$ cat src/rtl/fp_mac_sequencer_pkg.sv
`default_nettype none
// ============================================================================
//  Module   : fp_mac_pkg
//  Brief    : Shared types and constants for the fp_mac sequencer slice.
//  Revision : 1.0  initial release
// ============================================================================
package fp_mac_pkg;

  // Sequencer FSM states, explicit 3-bit encoding
  typedef enum logic [2:0] {
    IDLE    = 3'd0,
    WAIT_OP = 3'd1,
    MUL     = 3'd2,
    ADD     = 3'd3,
    DONE    = 3'd4
  } state_t;

  // IEEE-754 single-precision +0.0, muxed in as the first accumulator operand
  localparam logic [31:0] FP_POS_ZERO = 32'h0000_0000;

  // Default pipeline latencies of the fp_mac datapath
  localparam int MUL_LAT_DEF = 3;
  localparam int ADD_LAT_DEF = 2;

endpackage
`default_nettype wire

$ cat src/rtl/fp_mac_sequencer_if.sv
`default_nettype none
// ============================================================================
//  Module   : fp_mac_sequencer_if
//  Brief    : Job / operand handshake and datapath control bundle.
//             master = job requester / operand source, slave = sequencer.
//             Macro FP_MAC_SEQ_PERF_EN adds the cycle_count signal.
//  Revision : 1.0  initial release
// ============================================================================
interface fp_mac_sequencer_if #(
  parameter int LEN_W = 8
) ();

  logic             start;
  logic [LEN_W-1:0] length;
  logic             op_valid;
  logic             op_ready;
  logic             mul_issue;
  logic             add_issue;
  logic             acc_zero_sel;
  logic             acc_load;
  logic             busy;
  logic             done;
  logic [LEN_W-1:0] products_done;
`ifdef FP_MAC_SEQ_PERF_EN
  logic [15:0]      cycle_count;

  modport master (
    output start, length, op_valid,
    input  op_ready, mul_issue, add_issue, acc_zero_sel, acc_load,
           busy, done, products_done, cycle_count
  );

  modport slave (
    input  start, length, op_valid,
    output op_ready, mul_issue, add_issue, acc_zero_sel, acc_load,
           busy, done, products_done, cycle_count
  );
`else
  modport master (
    output start, length, op_valid,
    input  op_ready, mul_issue, add_issue, acc_zero_sel, acc_load,
           busy, done, products_done
  );

  modport slave (
    input  start, length, op_valid,
    output op_ready, mul_issue, add_issue, acc_zero_sel, acc_load,
           busy, done, products_done
  );
`endif

endinterface
`default_nettype wire

$ cat src/rtl/fp_mac_sequencer_delay_cnt.sv
`default_nettype none
// ============================================================================
//  Module   : fp_mac_delay_cnt
//  Brief    : Loadable down-counter with zero flag; times the multiplier and
//             adder pipeline waits. Stops at zero until reloaded.
//  Revision : 1.0  initial release
// ============================================================================
module fp_mac_delay_cnt #(
  parameter int WIDTH = 2
) (
  input  wire logic             clock,
  input  wire logic             reset,
  input  wire logic             i_load,
  input  wire logic [WIDTH-1:0] i_load_val,
  output logic                  o_zero
);

  logic [WIDTH-1:0] r_count;

  // Load takes priority; otherwise count down and park at zero
  always_ff @(posedge clock or posedge reset) begin
    if (reset) begin
      r_count <= '0;
    end else if (i_load) begin
      r_count <= i_load_val;
    end else if (r_count != '0) begin
      r_count <= r_count - 1'b1;
    end
  end

  assign o_zero = (r_count == '0);

endmodule
`default_nettype wire

$ cat src/rtl/fp_mac_sequencer.sv
`default_nettype none
// ============================================================================
//  Module   : fp_mac_sequencer
//  Brief    : Control FSM sequencing one multiply-accumulate job through the
//             fp_mac datapath (multiplier -> adder -> accumulator). Adds are
//             serialised so each one sees the previous sum.
//             Optional macro FP_MAC_SEQ_PERF_EN adds a saturating busy-cycle
//             counter (bus.cycle_count).
//  Revision : 1.0  initial release
// ============================================================================
module fp_mac_sequencer
  import fp_mac_pkg::*;
#(
  parameter int MUL_LAT = MUL_LAT_DEF,
  parameter int ADD_LAT = ADD_LAT_DEF,
  parameter int LEN_W   = 8
) (
  input  wire logic          clock,
  input  wire logic          reset,
  fp_mac_sequencer_if.slave  bus
);

  // Counter only ever holds LAT-1, so clog2(max LAT) bits suffice
  localparam int c_LAT_MAX = (MUL_LAT > ADD_LAT) ? MUL_LAT : ADD_LAT;
  localparam int c_CNT_W   = (c_LAT_MAX > 1) ? $clog2(c_LAT_MAX) : 1;
  localparam logic [c_CNT_W-1:0] c_MUL_LOAD = c_CNT_W'(MUL_LAT - 1);
  localparam logic [c_CNT_W-1:0] c_ADD_LOAD = c_CNT_W'(ADD_LAT - 1);

  state_t             r_state;
  state_t             w_next;
  logic [LEN_W-1:0]   r_length;
  logic [LEN_W-1:0]   r_products_done;
  logic [LEN_W-1:0]   w_pd_inc;
  logic               w_accept;
  logic               w_step;
  logic               w_cnt_load;
  logic [c_CNT_W-1:0] w_cnt_val;
  logic               w_cnt_zero;
  logic               w_op_ready;
  logic               w_mul_issue;
  logic               w_add_issue;
  logic               w_acc_zero_sel;
  logic               w_acc_load;
  logic               w_busy;
  logic               w_done;

  // Wraps at LEN_W bits, so length = all-ones completes on the exact match
  assign w_pd_inc = r_products_done + 1'b1;

  fp_mac_delay_cnt #(
    .WIDTH (c_CNT_W)
  ) u_delay_cnt (
    .clock      (clock),
    .reset      (reset),
    .i_load     (w_cnt_load),
    .i_load_val (w_cnt_val),
    .o_zero     (w_cnt_zero)
  );

  // State register
  always_ff @(posedge clock or posedge reset) begin
    if (reset) begin
      r_state <= IDLE;
    end else begin
      r_state <= w_next;
    end
  end

  // Next-state and state-decoded strobes; only mul_issue sees an input directly
  always_comb begin
    w_next         = r_state;
    w_accept       = 1'b0;
    w_step         = 1'b0;
    w_cnt_load     = 1'b0;
    w_cnt_val      = c_MUL_LOAD;
    w_op_ready     = 1'b0;
    w_mul_issue    = 1'b0;
    w_add_issue    = 1'b0;
    w_acc_zero_sel = 1'b0;
    w_acc_load     = 1'b0;
    w_busy         = 1'b1;
    w_done         = 1'b0;
    case (r_state)
      IDLE: begin
        w_busy = 1'b0;
        if (bus.start) begin
          w_accept = 1'b1;
          w_next   = (bus.length == '0) ? DONE : WAIT_OP;
        end
      end
      WAIT_OP: begin
        w_op_ready  = 1'b1;
        w_mul_issue = bus.op_valid;
        if (bus.op_valid) begin
          w_cnt_load = 1'b1;
          w_cnt_val  = c_MUL_LOAD;
          w_next     = MUL;
        end
      end
      MUL: begin
        if (w_cnt_zero) begin
          w_add_issue    = 1'b1;
          w_acc_zero_sel = (r_products_done == '0);
          w_cnt_load     = 1'b1;
          w_cnt_val      = c_ADD_LOAD;
          w_next         = ADD;
        end
      end
      ADD: begin
        if (w_cnt_zero) begin
          w_acc_load = 1'b1;
          w_step     = 1'b1;
          w_next     = (w_pd_inc == r_length) ? DONE : WAIT_OP;
        end
      end
      DONE: begin
        w_done = 1'b1;
        // Empty job: load +0.0 into the result register alongside done
        if (r_length == '0) begin
          w_acc_load     = 1'b1;
          w_acc_zero_sel = 1'b1;
        end
        w_next = IDLE;
      end
      default: begin
        w_busy = 1'b0;
        w_next = IDLE;
      end
    endcase
  end

  // Job length capture and progress counter; progress holds after done
  always_ff @(posedge clock or posedge reset) begin
    if (reset) begin
      r_length        <= '0;
      r_products_done <= '0;
    end else if (w_accept) begin
      r_length        <= bus.length;
      r_products_done <= '0;
    end else if (w_step) begin
      r_products_done <= w_pd_inc;
    end
  end

  assign bus.op_ready      = w_op_ready;
  assign bus.mul_issue     = w_mul_issue;
  assign bus.add_issue     = w_add_issue;
  assign bus.acc_zero_sel  = w_acc_zero_sel;
  assign bus.acc_load      = w_acc_load;
  assign bus.busy          = w_busy;
  assign bus.done          = w_done;
  assign bus.products_done = r_products_done;

`ifdef FP_MAC_SEQ_PERF_EN
  logic [15:0] r_cycle_count;

  // Busy-cycle counter: cleared on accepted start, saturating, holds when idle
  always_ff @(posedge clock or posedge reset) begin
    if (reset) begin
      r_cycle_count <= '0;
    end else if (w_accept) begin
      r_cycle_count <= '0;
    end else if ((r_state != IDLE) && (r_cycle_count != 16'hFFFF)) begin
      r_cycle_count <= r_cycle_count + 16'd1;
    end
  end

  assign bus.cycle_count = r_cycle_count;
`endif

endmodule
`default_nettype wire

$ cat src/flat_wrapper.sv
// flat-port wrapper written by rule: the top's interface ports become plain ports
module fp_mac_sequencer_flat import fp_mac_pkg::*;
#(
  parameter int MUL_LAT = MUL_LAT_DEF,
  parameter int ADD_LAT = ADD_LAT_DEF,
  parameter int LEN_W   = 8
)
  (clock, reset, bus_start, bus_length, bus_op_valid, bus_op_ready, bus_mul_issue, bus_add_issue, bus_acc_zero_sel, bus_acc_load, bus_busy, bus_done, bus_products_done);
  fp_mac_sequencer_if #(.LEN_W(LEN_W)) bus_i ();
  input  wire logic clock;
  input  wire logic reset;
  input wire logic [$bits(bus_i.start)-1:0] bus_start;
  input wire logic [$bits(bus_i.length)-1:0] bus_length;
  input wire logic [$bits(bus_i.op_valid)-1:0] bus_op_valid;
  output wire logic [$bits(bus_i.op_ready)-1:0] bus_op_ready;
  output wire logic [$bits(bus_i.mul_issue)-1:0] bus_mul_issue;
  output wire logic [$bits(bus_i.add_issue)-1:0] bus_add_issue;
  output wire logic [$bits(bus_i.acc_zero_sel)-1:0] bus_acc_zero_sel;
  output wire logic [$bits(bus_i.acc_load)-1:0] bus_acc_load;
  output wire logic [$bits(bus_i.busy)-1:0] bus_busy;
  output wire logic [$bits(bus_i.done)-1:0] bus_done;
  output wire logic [$bits(bus_i.products_done)-1:0] bus_products_done;
  assign bus_i.start = bus_start;
  assign bus_i.length = bus_length;
  assign bus_i.op_valid = bus_op_valid;
  assign bus_op_ready = bus_i.op_ready;
  assign bus_mul_issue = bus_i.mul_issue;
  assign bus_add_issue = bus_i.add_issue;
  assign bus_acc_zero_sel = bus_i.acc_zero_sel;
  assign bus_acc_load = bus_i.acc_load;
  assign bus_busy = bus_i.busy;
  assign bus_done = bus_i.done;
  assign bus_products_done = bus_i.products_done;
  fp_mac_sequencer #(.MUL_LAT(MUL_LAT), .ADD_LAT(ADD_LAT), .LEN_W(LEN_W)) u_core (.clock(clock), .reset(reset), .bus(bus_i));
endmodule
$ cat config.mk
export PLATFORM = sky130hd
export DESIGN_NAME = fp_mac_sequencer_flat
export DESIGN_NICKNAME = d
export VERILOG_FILES = /design/src/rtl/fp_mac_sequencer_pkg.sv /design/src/rtl/fp_mac_sequencer_if.sv /design/src/rtl/fp_mac_sequencer_delay_cnt.sv /design/src/rtl/fp_mac_sequencer.sv /design/src/flat_wrapper.sv
export SDC_FILE = /design/constraint.sdc
export NUM_CORES = 1
export LEC_CHECK = 0
export CAP_MARGIN = 10
export CORE_ASPECT_RATIO = 0.6
export CORE_UTILIZATION = 54
export CTS_CLUSTER_SIZE = 10
export DETAILED_ROUTE_END_ITERATION = 6
export PLACE_DENSITY = 0.89
export SKIP_CTS_REPAIR_TIMING = 1
export SYNTH_ARGS = -nofsm -noshare
export SYNTH_HDL_FRONTEND = slang
export SYNTH_SLANG_ARGS = --single-unit
$ cat constraint.sdc
create_clock -name clock -period 2.65 [get_ports clock]
set_input_delay 0.6625 -clock clock [delete_from_list [all_inputs] [get_ports clock]]
set_output_delay 0.6625 -clock clock [all_outputs]
set_load 0.01 [all_outputs]
==> impl_metrics.json <==
{
  "status": "complete, no violations",
  "crit_arrival_ns": 1.92,
  "layout-drive-gt1-share_pct": 14.2,
  "synth_seq_area_share_pct": 41.3,
  "hold_class": "flop to flop",
  "ys_top_cells_by_area": "dfrtp_1 41%, mux2_2 6.2%, xnor2_1 6.2%",
  "wl_microns": 3120,
  "final_nets": 185,
  "htree_levels": 1,
  "io_pins": 27,
  "coreArea_sq_um": 2200,
  "crit_path_end_kind": "output pin",
  "startpoint_type": "flop",
  "maxSlewHeadroom_pct": 45.8,
  "hold_violations": 0,
  "cts_buffers": 3,
  "final_common_cell": "clkdlybuf4s50_1",
  "post-route-period-util_pct": 97.4,
  "cts-root-buf": "clkbuf_8",
  "gr-total-overflow": 0,
  "worstSkewPairLatency_ns": 0.26,
  "power_density_nw_per_um2": 959,
  "grt_pass1_wl_microns": 4930,
  "irDropWorstVdd_v": 0.000604,
  "max_cap_viol_count": 0,
  "remaining_drc_errors": 0,
  "synthFlopType": "dfrtp_1",
  "crit_slowest_cell": "clkdlybuf4s50_1",
  "die-area_sq_um": 2560,
  "crit_fanout": 10,
  "area_growth_pct": 30.1,
  "power_mw": 1.59,
  "ys_async_sr_fraction_pct": 100,
  "finalSetupViolCount": 0,
  "dpl_cell_area_sq_um": 1590,
  "post-route-util_pct": 75.4,
  "cp_data_required_time_ns": 1.99,
  "die_h_microns": 39.6,
  "ys_ff_latch": 21,
  "worst_clock_skew_ns": 0.000584,
  "tns_ns": 0,
  "ant_nets": 0,
  "start_util_pct": 58.0,
  "io_buffers": 26,
  "final_cell_mix": "25 x clkdlybuf4s50_1, 21 x dfrtp_1, 13 x nand2_1",
  "clk_pin_slew_ns": 0.07,
  "worstPathCellList": "nor2_2 > and2_1 > nand3_1 > nand2_1 > clkdlybuf4s50_1",
  "syn-num-nets": 155,
  "fin_area_sq_um": 1660,
  "gp_congestion": 0.949,
  "synthDistinctLibCells": 34,
  "fin_crit_ns": 2.58,
  "synth_top_area_share_pct": 41.3,
  "slew_viol_final": 0,
  "path_buf_inv": 1,
  "max_slew.worst_pin.slew_ns": 0.813,
  "num_vias": 1167,
  "synthCells": 140,
  "synth_area_per_cell_sq_um": 9.10,
  "drt-initial-drc-count": 107,
  "rsz0062_at_grt": "true",
  "cts_tree": "built",
  "synth_area_sq_um": 1270,
  "cp_top_family": "simple AND/OR/NAND/NOR gates",
  "yosysWarnings": 0,
  "setup.worst_path.class": "flop to output pin",
  "grtUsageTotal_pct": 26.8,
  "place_hpwl_microns": 2360,
  "wire_per_inst_microns": 15.7,
  "core.rowCount": 13,
  "leakagePower_nw": 0.708,
  "antenna_cells": 0,
  "chipWidth_microns": 64.7,
  "clkSinkCount": 21,
  "grt_pass1_vias": 1066,
  "yosysTopAreaCell": "dfrtp_1",
  "max_freq_mhz": 387,
  "via_per_inst": 5.86,
  "dr.pass1.iters": 4,
  "antenna_found_initial": 0,
  "cts_buffer_depth": 2,
  "synth_edf_count": 0,
  "max_stage_delay_ns": 0.54,
  "grt_start_max_net_pins": 22
}
[flip-flops by register name, indices dropped and copies added, names as in the netlist]
signal / flops
u_core.r_length: 8
u_core.r_state: 3
u_core.u_delay_cnt.r_count: 2
u_core.bus.products_done: 8
[synth_stat cells, drive strengths merged (3+ instances only)]
| cell type | count |
|---|---|
| dfrtp | 21 |
| ha | 3 |
| buf | 4 |
| o21ai | 11 |
| xor2 | 6 |
| mux2 | 7 |
| nor3 | 3 |
| clkbuf | 5 |
| nand2 | 13 |
| xnor2 | 9 |
| a31oi | 3 |
| nand3 | 7 |
| nor2 | 11 |
| inv | 8 |
| nor4 | 4 |
[path summary, 6_finish.rpt]
check | startpoint | end | slack, ns | cells past startpoint
setup / recovery | u_core.r_state[0] | bus_acc_load | 0.07 | 5
setup reg to reg | u_core.bus.products_done[3] | u_core.r_state[0] | 0.60 | 5
hold / removal | u_core.r_length[3] | u_core.r_length[3] | 0.58 | 1
hold reg to reg | u_core.r_length[3] | u_core.r_length[3] | 0.58 | 1
min in group asynchronous | reset | u_core.u_delay_cnt.r_count[0] | 0.86 | 2
max in group asynchronous | reset | u_core.bus.products_done[7] | 1.29 | 2
[worst reg2reg max path, stage by stage (launching register included)]
cell and delay, ns:
dfrtp_1 0.53, and3_1 0.23, a31oi_1 0.10, or4_1 0.47, a311oi_1 0.42, o22ai_1 0.16
[report_power, final]
part | switching, mW | internal [mW]
Clock | 0.0998 | 0.105
Combinational | 0.365 | 0.415
Sequential | 0.164 | 0.440
Total | 0.629 | 0.959
[cell type report]
cell class	count	area (sq um)
Clock buffer	3	41.3
Sequential cell	21	526
Multi-Input combinational cell	102	694
Tap cell	30	37.5
Fill cell	149	539
Clock inverter	1	5.00
Timing Repair Buffer	34	323
Inverter	8	30.0
[stage by stage]
step	hold slack [ns]	setup WS (ns)	instances
after floorplan	0.524	0.565	140
after global placement	0.542	0.0789	195
after detailed placement	0.555	-0.00158	195
after CTS	0.582	-0.0109	199
after global routing	0.622	-0.00834	199
final	0.583	0.0681	199
[kinds of logic after synthesis]
logic type | share of synthesized area [%]
buffers and inverters | 5.99
DFF | 41.3
muxes | 6.97
AOI/OAI and AO/OA | 11.0
xor gates and xnor gates | 10.3
and+or+nand+nor | 21.5
adders and majority gates | 2.95
[layer usage]
metal / track usage, % / part of all wire, %
met4: 7.78 / 1.8
met5: 0 / 0
met2: 41.7 / 44
met3: 9.01 / 6.8
met1: 35.6 / 47
(Power assumes the default switching activity.)
